$ cat config.mk
export PLATFORM = sky130hd
export DESIGN_NAME = mppt_po_sequencer_flat
export DESIGN_NICKNAME = d
export VERILOG_FILES = /design/src/rtl/mppt_pkg.sv /design/src/rtl/mppt_po_sequencer_if.sv /design/src/rtl/mppt_cnt.sv /design/src/rtl/mppt_po_sequencer.sv /design/src/flat_wrapper.sv
export SDC_FILE = /design/constraint.sdc
export NUM_CORES = 1
export LEC_CHECK = 0
export BUFFER_PORTS_ARGS = -buffer_cell sky130_fd_sc_hd__buf_4
export CAP_MARGIN = 20
export CORE_MARGIN = 10
export CORE_UTILIZATION = 59
export CTS_BUF_LIST = sky130_fd_sc_hd__clkbuf_8
export CTS_CLUSTER_DIAMETER = 200
export CTS_CLUSTER_SIZE = 12
export DETAILED_ROUTE_END_ITERATION = 16
export GPL_TIMING_DRIVEN = 0
export PLACE_DENSITY = 0.77
export REMOVE_ABC_BUFFERS = 1
export SLEW_MARGIN = 20
export SYNTH_ARGS = -nofsm -noshare
export SYNTH_HDL_FRONTEND = slang
export SYNTH_SLANG_ARGS = --single-unit
export TNS_END_PERCENT = 30
$ cat constraint.sdc
create_clock -name clk -period 5.85 [get_ports clk]
set_input_delay 1.17 -clock clk [delete_from_list [all_inputs] [get_ports clk]]
set_output_delay 1.17 -clock clk [all_outputs]
set_load 0.05 [all_outputs]
$ cat src/rtl/mppt_pkg.sv
// Shared types and default widths for the perturb-and-observe MPPT sequencer.
//   state_e : tracking loop states
//   dir_e   : duty perturbation direction
package mppt_pkg;

  localparam int unsigned ADC_W_DEF  = 10;
  localparam int unsigned DUTY_W_DEF = 10;

  typedef enum logic [2:0] {
    ST_IDLE    = 3'd0,
    ST_SAMPLE  = 3'd1,
    ST_COMPUTE = 3'd2,
    ST_DECIDE  = 3'd3,
    ST_SETTLE  = 3'd4
  } state_e;

  typedef enum logic {
    DIR_DOWN = 1'b0,
    DIR_UP   = 1'b1
  } dir_e;

endpackage

$ cat src/rtl/mppt_po_sequencer_if.sv
// Sample/duty handshake bundle for mppt_po_sequencer.
//   master : drives enable, adc_done, v_in, i_in; observes the sequencer outputs
//   slave  : the sequencer side (adc_start, duty, duty_valid, busy, adc_err out)
interface mppt_po_sequencer_if #(
  parameter int unsigned ADC_W  = 10,
  parameter int unsigned DUTY_W = 10
) ();

  logic              enable;
  logic              adc_done;
  logic [ADC_W-1:0]  v_in;
  logic [ADC_W-1:0]  i_in;
  logic              adc_start;
  logic [DUTY_W-1:0] duty;
  logic              duty_valid;
  logic              busy;
  logic              adc_err;

  modport master (
    output enable, adc_done, v_in, i_in,
    input  adc_start, duty, duty_valid, busy, adc_err
  );

  modport slave (
    input  enable, adc_done, v_in, i_in,
    output adc_start, duty, duty_valid, busy, adc_err
  );

endinterface

$ cat src/rtl/mppt_cnt.sv
// Up-counter shared by the settle wait and the ADC watchdog.
//   clk, rst_n : clock, async active-low reset
//   clr        : synchronous clear (wins over en)
//   en         : count enable
//   limit      : number of counted cycles in one period
//   tc_c       : combinational terminal count, high while count == limit-1
module mppt_cnt #(
  parameter int unsigned W = 10
) (
  input  logic         clk,
  input  logic         rst_n,
  input  logic         clr,
  input  logic         en,
  input  logic [W-1:0] limit,
  output logic         tc_c
);

  logic [W-1:0] cnt_q;

  always_ff @(posedge clk or negedge rst_n) begin
    if (!rst_n)   cnt_q <= '0;
    else if (clr) cnt_q <= '0;
    else if (en)  cnt_q <= cnt_q + W'(1);
  end

  assign tc_c = (cnt_q == (limit - W'(1)));

endmodule

$ cat src/rtl/mppt_po_sequencer.sv
// Perturb-and-observe MPPT sequencer: requests an ADC conversion, multiplies
// v*i, steps the PWM duty toward rising power, then waits for the converter
// to settle before the next sample.
//   clk, rst_n : clock, async active-low reset
//   bus        : slave side of mppt_po_sequencer_if (enable, adc_done, v_in,
//                i_in in; adc_start, duty, duty_valid, busy, adc_err out)
// Optional feature: define MPPT_TIMEOUT_EN to enable the ADC watchdog
// (TIMEOUT_CYCLES without adc_done sets sticky adc_err and re-requests).
module mppt_po_sequencer
  import mppt_pkg::*;
#(
  parameter int unsigned ADC_W          = ADC_W_DEF,
  parameter int unsigned DUTY_W         = DUTY_W_DEF,
  parameter int unsigned DUTY_INIT      = 512,
  parameter int unsigned DUTY_MIN       = 32,
  parameter int unsigned DUTY_MAX       = 992,
  parameter int unsigned STEP           = 4,
  parameter int unsigned SETTLE_CYCLES  = 1000,
  parameter int unsigned TIMEOUT_CYCLES = 255
) (
  input logic                clk,
  input logic                rst_n,
  mppt_po_sequencer_if.slave bus
);

  localparam int unsigned P_W     = 2 * ADC_W;
  localparam int unsigned CNT_MAX = (SETTLE_CYCLES > TIMEOUT_CYCLES) ? SETTLE_CYCLES : TIMEOUT_CYCLES;
  localparam int unsigned CNT_W   = $clog2(CNT_MAX + 1);
`ifdef MPPT_TIMEOUT_EN
  localparam bit TMO_EN = 1'b1;
`else
  localparam bit TMO_EN = 1'b0;
`endif

  state_e            state_q, state_d;
  dir_e              dir_q, dir_d, dir_sel;
  logic [DUTY_W-1:0] duty_q, duty_d;
  logic [P_W-1:0]    p_q, p_d, p_prev_q, p_prev_d;
  logic [ADC_W-1:0]  v_q, v_d, i_q, i_d;
  logic              adc_start_q, adc_start_d;
  logic              duty_valid_q, duty_valid_d;
  logic              busy_q, busy_d;
  logic              adc_err_q, adc_err_d;

  logic              cnt_clr, cnt_en, cnt_tc;
  logic [CNT_W-1:0]  cnt_limit;
  logic [DUTY_W:0]   duty_up;
  logic              duty_up_clamp;
  logic              duty_dn_clamp;
  logic [DUTY_W-1:0] duty_dn;

  // One counter serves both waits; the active state picks its period.
  assign cnt_limit = (state_q == ST_SETTLE) ? CNT_W'(SETTLE_CYCLES) : CNT_W'(TIMEOUT_CYCLES);

  mppt_cnt #(.W(CNT_W)) u_cnt (
    .clk   (clk),
    .rst_n (rst_n),
    .clr   (cnt_clr),
    .en    (cnt_en),
    .limit (cnt_limit),
    .tc_c  (cnt_tc)
  );

  // Extra bit keeps the upward step from wrapping before the clamp compare.
  assign duty_up       = {1'b0, duty_q} + (DUTY_W+1)'(STEP);
  assign duty_up_clamp = (duty_up >= (DUTY_W+1)'(DUTY_MAX));
  assign duty_dn_clamp = ({1'b0, duty_q} <= (DUTY_W+1)'(DUTY_MIN + STEP));
  assign duty_dn       = duty_q - DUTY_W'(STEP);

  // State and datapath registers.
  always_ff @(posedge clk or negedge rst_n) begin
    if (!rst_n) begin
      state_q      <= ST_IDLE;
      dir_q        <= DIR_UP;
      duty_q       <= DUTY_W'(DUTY_INIT);
      p_q          <= '0;
      p_prev_q     <= '0;
      v_q          <= '0;
      i_q          <= '0;
      adc_start_q  <= 1'b0;
      duty_valid_q <= 1'b0;
      busy_q       <= 1'b0;
      adc_err_q    <= 1'b0;
    end else begin
      state_q      <= state_d;
      dir_q        <= dir_d;
      duty_q       <= duty_d;
      p_q          <= p_d;
      p_prev_q     <= p_prev_d;
      v_q          <= v_d;
      i_q          <= i_d;
      adc_start_q  <= adc_start_d;
      duty_valid_q <= duty_valid_d;
      busy_q       <= busy_d;
      adc_err_q    <= adc_err_d;
    end
  end

  // Next-state and next-output logic.
  always_comb begin
    state_d      = state_q;
    dir_d        = dir_q;
    dir_sel      = dir_q;
    duty_d       = duty_q;
    p_d          = p_q;
    p_prev_d     = p_prev_q;
    v_d          = v_q;
    i_d          = i_q;
    adc_start_d  = 1'b0;
    duty_valid_d = 1'b0;
    adc_err_d    = adc_err_q;
    cnt_clr      = 1'b1;
    cnt_en       = 1'b0;

    if (!bus.enable) begin
      state_d = ST_IDLE;
    end else begin
      case (state_q)
        ST_IDLE: begin
          state_d     = ST_SAMPLE;
          adc_start_d = 1'b1;
        end
        ST_SAMPLE: begin
          // adc_done coinciding with the request cycle belongs to no request.
          if (bus.adc_done && !adc_start_q) begin
            v_d     = bus.v_in;
            i_d     = bus.i_in;
            state_d = ST_COMPUTE;
          end else if (TMO_EN && cnt_tc) begin
            adc_err_d   = 1'b1;
            adc_start_d = 1'b1;
          end else begin
            cnt_clr = 1'b0;
            cnt_en  = TMO_EN;
          end
        end
        ST_COMPUTE: begin
          p_d     = P_W'(v_q) * P_W'(i_q);
          state_d = ST_DECIDE;
        end
        ST_DECIDE: begin
          // Ties keep direction so a flat power curve keeps walking.
          if (p_q < p_prev_q) dir_sel = (dir_q == DIR_UP) ? DIR_DOWN : DIR_UP;
          p_prev_d = p_q;
          if (dir_sel == DIR_UP) begin
            duty_d = duty_up_clamp ? DUTY_W'(DUTY_MAX) : duty_up[DUTY_W-1:0];
            dir_d  = duty_up_clamp ? DIR_DOWN : DIR_UP;
          end else begin
            duty_d = duty_dn_clamp ? DUTY_W'(DUTY_MIN) : duty_dn;
            dir_d  = duty_dn_clamp ? DIR_UP : DIR_DOWN;
          end
          duty_valid_d = 1'b1;
          state_d      = ST_SETTLE;
        end
        ST_SETTLE: begin
          if (cnt_tc) begin
            state_d     = ST_SAMPLE;
            adc_start_d = 1'b1;
          end else begin
            cnt_clr = 1'b0;
            cnt_en  = 1'b1;
          end
        end
        default: state_d = ST_IDLE;
      endcase
    end

    busy_d = (state_d != ST_IDLE);
  end

  assign bus.adc_start  = adc_start_q;
  assign bus.duty       = duty_q;
  assign bus.duty_valid = duty_valid_q;
  assign bus.busy       = busy_q;
  assign bus.adc_err    = adc_err_q;

endmodule

$ cat src/flat_wrapper.sv
// flat-port wrapper written by rule: the top's interface ports become plain ports
module mppt_po_sequencer_flat import mppt_pkg::*;
#(
  parameter int unsigned ADC_W          = ADC_W_DEF,
  parameter int unsigned DUTY_W         = DUTY_W_DEF,
  parameter int unsigned DUTY_INIT      = 512,
  parameter int unsigned DUTY_MIN       = 32,
  parameter int unsigned DUTY_MAX       = 992,
  parameter int unsigned STEP           = 4,
  parameter int unsigned SETTLE_CYCLES  = 1000,
  parameter int unsigned TIMEOUT_CYCLES = 255
)
  (clk, rst_n, bus_enable, bus_adc_done, bus_v_in, bus_i_in, bus_adc_start, bus_duty, bus_duty_valid, bus_busy, bus_adc_err);
  mppt_po_sequencer_if #(.ADC_W(ADC_W), .DUTY_W(DUTY_W)) bus_i ();
  input logic clk;
  input logic rst_n;
  input wire logic [$bits(bus_i.enable)-1:0] bus_enable;
  input wire logic [$bits(bus_i.adc_done)-1:0] bus_adc_done;
  input wire logic [$bits(bus_i.v_in)-1:0] bus_v_in;
  input wire logic [$bits(bus_i.i_in)-1:0] bus_i_in;
  output wire logic [$bits(bus_i.adc_start)-1:0] bus_adc_start;
  output wire logic [$bits(bus_i.duty)-1:0] bus_duty;
  output wire logic [$bits(bus_i.duty_valid)-1:0] bus_duty_valid;
  output wire logic [$bits(bus_i.busy)-1:0] bus_busy;
  output wire logic [$bits(bus_i.adc_err)-1:0] bus_adc_err;
  assign bus_i.enable = bus_enable;
  assign bus_i.adc_done = bus_adc_done;
  assign bus_i.v_in = bus_v_in;
  assign bus_i.i_in = bus_i_in;
  assign bus_adc_start = bus_i.adc_start;
  assign bus_duty = bus_i.duty;
  assign bus_duty_valid = bus_i.duty_valid;
  assign bus_busy = bus_i.busy;
  assign bus_adc_err = bus_i.adc_err;
  mppt_po_sequencer #(.ADC_W(ADC_W), .DUTY_W(DUTY_W), .DUTY_INIT(DUTY_INIT), .DUTY_MIN(DUTY_MIN), .DUTY_MAX(DUTY_MAX), .STEP(STEP), .SETTLE_CYCLES(SETTLE_CYCLES), .TIMEOUT_CYCLES(TIMEOUT_CYCLES)) u_core (.clk(clk), .rst_n(rst_n), .bus(bus_i));
endmodule
* Yosys cells after proc, flatten, opt, wreduce, memory -nomap -nowiden *
Cells that the tools add are included.

storage, ports and cells
  flip-flop bits (word level) = 87
  output and inout bits = 14

cells by class
  $add $sub $neg = 4
  multiply operators = 1
  $lt $le $gt $ge = 3
  equal/unequal tests = 5
  mux-type cells = 28
  reduce and logical (&&, ||, !) cells = 8

operators with widths
  operator                                                         count
  2-to-1 mux 10 bit                                                6
  < comparator 20 bit                                              1
  multiplier 10 x 10 -> 20 bit                                     1
  2-to-1 mux 1 bit                                                 16
  one-hot mux 3 bit (5 select lines)                               1
  adder 10 x 3 -> 11 bit, second input constant                    1
  >= comparator 11 x 10 -> 1 bit, second input constant            1
  adder 10 x 1 -> 10 bit, second input constant                    1
  == test 10 bit                                                   1
  less-or-equal comparator 10 x 6 -> 1 bit, second input constant  1
  subtractor 10 x 1 -> 10 bit, second input constant               1
  subtractor 10 x 3 -> 10 bit, second input constant               1
  2-to-1 mux 3 bit                                                 3
  == test 3 x 2 -> 1 bit, second input constant                    2
  one-hot mux 1 bit (2 select lines)                               2
  AND reduction 2 bit                                              2
  == test 3 x 1 -> 1 bit, second input constant                    1
  == test 3 bit, second input constant                             1
  zero test 3 bit                                                  1
  AND reduction 3 bit                                              1
  nonzero test 3 bit                                               1
  nonzero test 2 bit                                               1
  logical AND 1 bit                                                1
  zero test 1 bit                                                  1

* Logic depth before layout (Yosys ltp) *
  depth after elaboration = 9
  depth in mapped cells = 21
  depth with buffers taken out = 20

* Hierarchy *
A second synthesis with hierarchy kept.

unflattened totals
  cells, all modules = 851
  area, all modules = 7950.1 um2

by module, submodules not included
  module             times used  cells each  area an instance (um2)  seq. area each (um2)
  mppt_po_sequencer  1           759         7140.6                  1879.3
  mppt_cnt           1           92          809.5                   250.2

* Worst setup path after synthesis *
OpenSTA, ideal clock, no wires.

  kind = reg-to-reg
  start = reg u_core.i_q[3]
  end = reg u_core.p_q[12]
  arrival = 4819 ps
  setup slack = 900 ps
  stages on the path, launching flop included = 20
  path buffers = 1
  cells stage by stage = dfrtp_1 -> clkbuf_1 -> nand2_1 -> fa_1 -> inv_1 -> fa_1 -> ha_1 -> fa_1 -> inv_1 -> fa_1 -> inv_1 -> ha_1 -> and3_1 -> a221oi_1 -> o21bai_1 -> a21oi_1 -> o21bai_1 -> a21oi_1 -> xor2_1 -> o21ai_1

on the way
  longest elaborated chain between the ends = 1

ends and longest elaborated chain
  element                       line                      text
  from (decl)                   mppt_po_sequencer.sv:39   logic [ADC_W-1:0] v_q, v_d, i_q, i_d;
  from (signal assigned)        mppt_po_sequencer.sv:91   i_q <= i_d;
  multiplier 10 x 10 -> 20 bit  mppt_po_sequencer.sv:138  p_d = P_W'(v_q) * P_W'(i_q);
  to (signal assigned)          mppt_po_sequencer.sv:88   p_q <= p_d;
  to (decl)                     mppt_po_sequencer.sv:38   logic [P_W-1:0] p_q, p_d, p_prev_q, p_prev_d;

No other way between the ends.
A chain may end at the register's enable or synchronous reset.

* Final worst setup path *
  start = reg u_core.i_q[3]
  end = reg u_core.p_q[18]

The elaborated chain is that of the path after synthesis.

==> flow_metrics.tcl <==
set metrics [dict create \
    coreArea_sq_um 12600 \
    nFillCells 1039 \
    drt_iter0_drc 281 \
    ys_top_cells_by_area "dfrtp_1 28%, fa_1 16%, ha_1 13%" \
    grt_pass1_wl_um 26200 \
    grt_use_total_pct 17.6 \
    clock_latency_ns 0.38 \
    fin_area_sq_um 8090 \
    cts_tree "yes" \
    routabilityCongestion 0.874 \
    fin_cells 1000 \
    num_io_pins 38 \
    tightest_slew_ns 0.829 \
    yosys.area.top_type "dfrtp_1" \
    die_area_sq_um 17700 \
    ant_nets 0 \
    worst-r2r-cell-count 18 \
    synth_common_cells "108 x nand2_1, 92 x inv_1, 83 x dfrtp_1" \
    fin_skew_ns 0.0193 \
    required_ns 6.09 \
    min_period_ns 5.33 \
    place_area_sq_um 7870 \
    h-tree-depth 3 \
    wl_per_cell_um 14.8 \
    arrival_ns 5.57 \
    routed_wl_um 14800 \
    synth_cell_type_count 60 \
    outcome "completed" \
    clockBufferDepth 2 \
    synthFlopType "dfrtp_1" \
    yosysMostFrequentCell "nand2_1" \
    area_delta_synth_final_pct 7.35 \
    drv_cap 0 \
    insertedDiodeCount 0 \
    clk_pin_slew_worst_paths_ns 0.09 \
    cp-start-kind "flop" \
    nets 987 \
    cts_hold_buffers 0 \
    clock-sinks 85 \
    fin_crit_sh_pct 91.1 \
    rsz0062_at_grt "no" \
    slew_headroom_pct 44.7 \
    drive_above_1_share_pct 10.1 \
    synth-async-reset-ratio_pct 100 \
    synth_edf_count 0 \
    vias 5535 \
    antenna_found_initial 0 \
    die_x_um 133 \
    seq_area_frac_synth_pct 28.3 \
    hold_depth 2 \
    grt_overflow_total 0 \
    hpwl_um 11300 \
    end_kind "flop" \
    netlist_area_sq_um 7540 \
    finalSetupViolations 0 \
    synth_top_cell_area_share_pct 27.6 \
    ys_ff_latch 85 \
    cts_root_buf "clkbuf_8" \
    cts_buffers 9 \
    synthCells 812 \
    placed_cells 984 \
    setup_tns_ns 0 \
    pre_cts_slack_ns 0.522 \
    grt_max_degree 86 \
    num_rows 41 \
    hold_viol 0 \
    postCtsSetupRepairBufs 0 \
    avgSynthCellArea_sq_um 9.28 \
    grt_pass1_vias 5755 \
    cts_resized 0 \
    hold_class "reg2reg" \
    via_per_inst 5.54 \
    fmax_mhz 188 \
    die_h_um 133 \
    multi_input_comb_area_sq_um 4900 \
    maxSlewViolCount 0 \
    drt_pass1_iterations 5 \
    critPathKind "reg2reg" \
    yosys_warnings 0 \
    regArea_sq_um 2130 \
    path_max_fanout 11 \
    worst_slack_ns 0.523 \
    start_util_pct 60.0 \
    route.detailed.drc 0 \
    portBuffers 34 \
]
==> final cells by class <==
| class | instances | area share, % |
|---|---|---|
| clock buffer | 9 | 1.53 |
| clock inverter | 7 | 1.14 |
| inverter | 93 | 4.31 |
| multi-input combinational | 598 | 60.5 |
| sequential | 85 | 26.3 |
| tap | 172 | 2.66 |
| timing repair buffer | 36 | 3.53 |
==> through the flow <==
step                      hold WS, ns  utilization (%)
after global routing            0.558             64.4
after CTS                       0.497             64.4
final                           0.495             64.4
after detailed placement        0.472             62.6
after global placement          0.471             62.4
after floorplan                 0.447                -
==> registers in the layout (all words and copies together), names as in the netlist <==
name                   count
u_core.u_cnt.cnt_q        10
u_core.v_q                10
u_core.dir_q               1
u_core.bus.adc_start       1
u_core.bus.duty            8
u_core.bus.duty_valid      1
u_core.p_prev_q           20
u_core.p_q                20
u_core.i_q                10
u_core.state_q             3
u_core.bus.busy            1
==> metal layers <==
| metal | GRT usage (%) | vias to the layer above | wire, um |
|---|---|---|---|
| met5 | 0 | - | 0 |
| met4 | 5.38 | 0 | 270 |
| met3 | 4.01 | 25 | 601 |
| met2 | 30.5 | 104 | 7410 |
| met1 | 21.1 | 2709 | 6490 |
| li1 | - | 2697 | - |
==> cells by family (layout without fill, tap and decap cells) <==
logic type | count (synthesis) | in the layout | synth area share (%)
muxes | 27 | 27 | 3.98
adders and majority gates | 140 | 140 | 29.4
buffers and inverters | 131 | 145 | 6.89
AOI/OAI and AO/OA | 143 | 143 | 11.5
other | 1 | 3 | 0.0498
xor gates and xnor gates | 26 | 26 | 3.02
and+or+nand+nor | 259 | 259 | 16.9
DFF | 85 | 85 | 28.3
==> cells in the final DEF (no fill, tap or decap), types with 28 or more instances in the layout <==
cell type  count
ha_1          78
o21ai_1       47
a21oi_1       31
fa_1          62
nor2_1        28
dfrtp_1       83
buf_4         33
and2_1        67
inv_1         94
nand2_1      108
==> path summary, 6_finish.rpt <==
kind | startpoint | end | slack, ns
worst max-delay path | u_core.i_q[3] | u_core.p_q[18] | 0.52
worst min-delay path | u_core.p_prev_q[0] | u_core.p_prev_q[0] | 0.49
worst max register to register | u_core.i_q[3] | u_core.p_q[18] | 0.52
worst min register to register | u_core.p_prev_q[0] | u_core.p_prev_q[0] | 0.49
max in group asynchronous | rst_n | u_core.v_q[0] | 4.48
min in group asynchronous | rst_n | u_core.bus.duty_valid | 0.82
==> critical path, cell delays in order (launching register included) <==
cell and delay, ns:
dfrtp_1 0.56, nand2_1 0.13, fa_1 0.55, inv_1 0.05, fa_1 0.45, ha_1 0.33
fa_1 0.54, inv_1 0.06, fa_1 0.52, inv_1 0.04, ha_1 0.34, and3_1 0.18
a221oi_1 0.51, nor3_1 0.11, nor2_1 0.23, a311o_1 0.26, o21ai_1 0.10, xnor2_1 0.14
o21ai_1 0.07
Power is not shown: default switching activity piles up to over one toggle a cycle in this logic, so the estimate is an artifact.
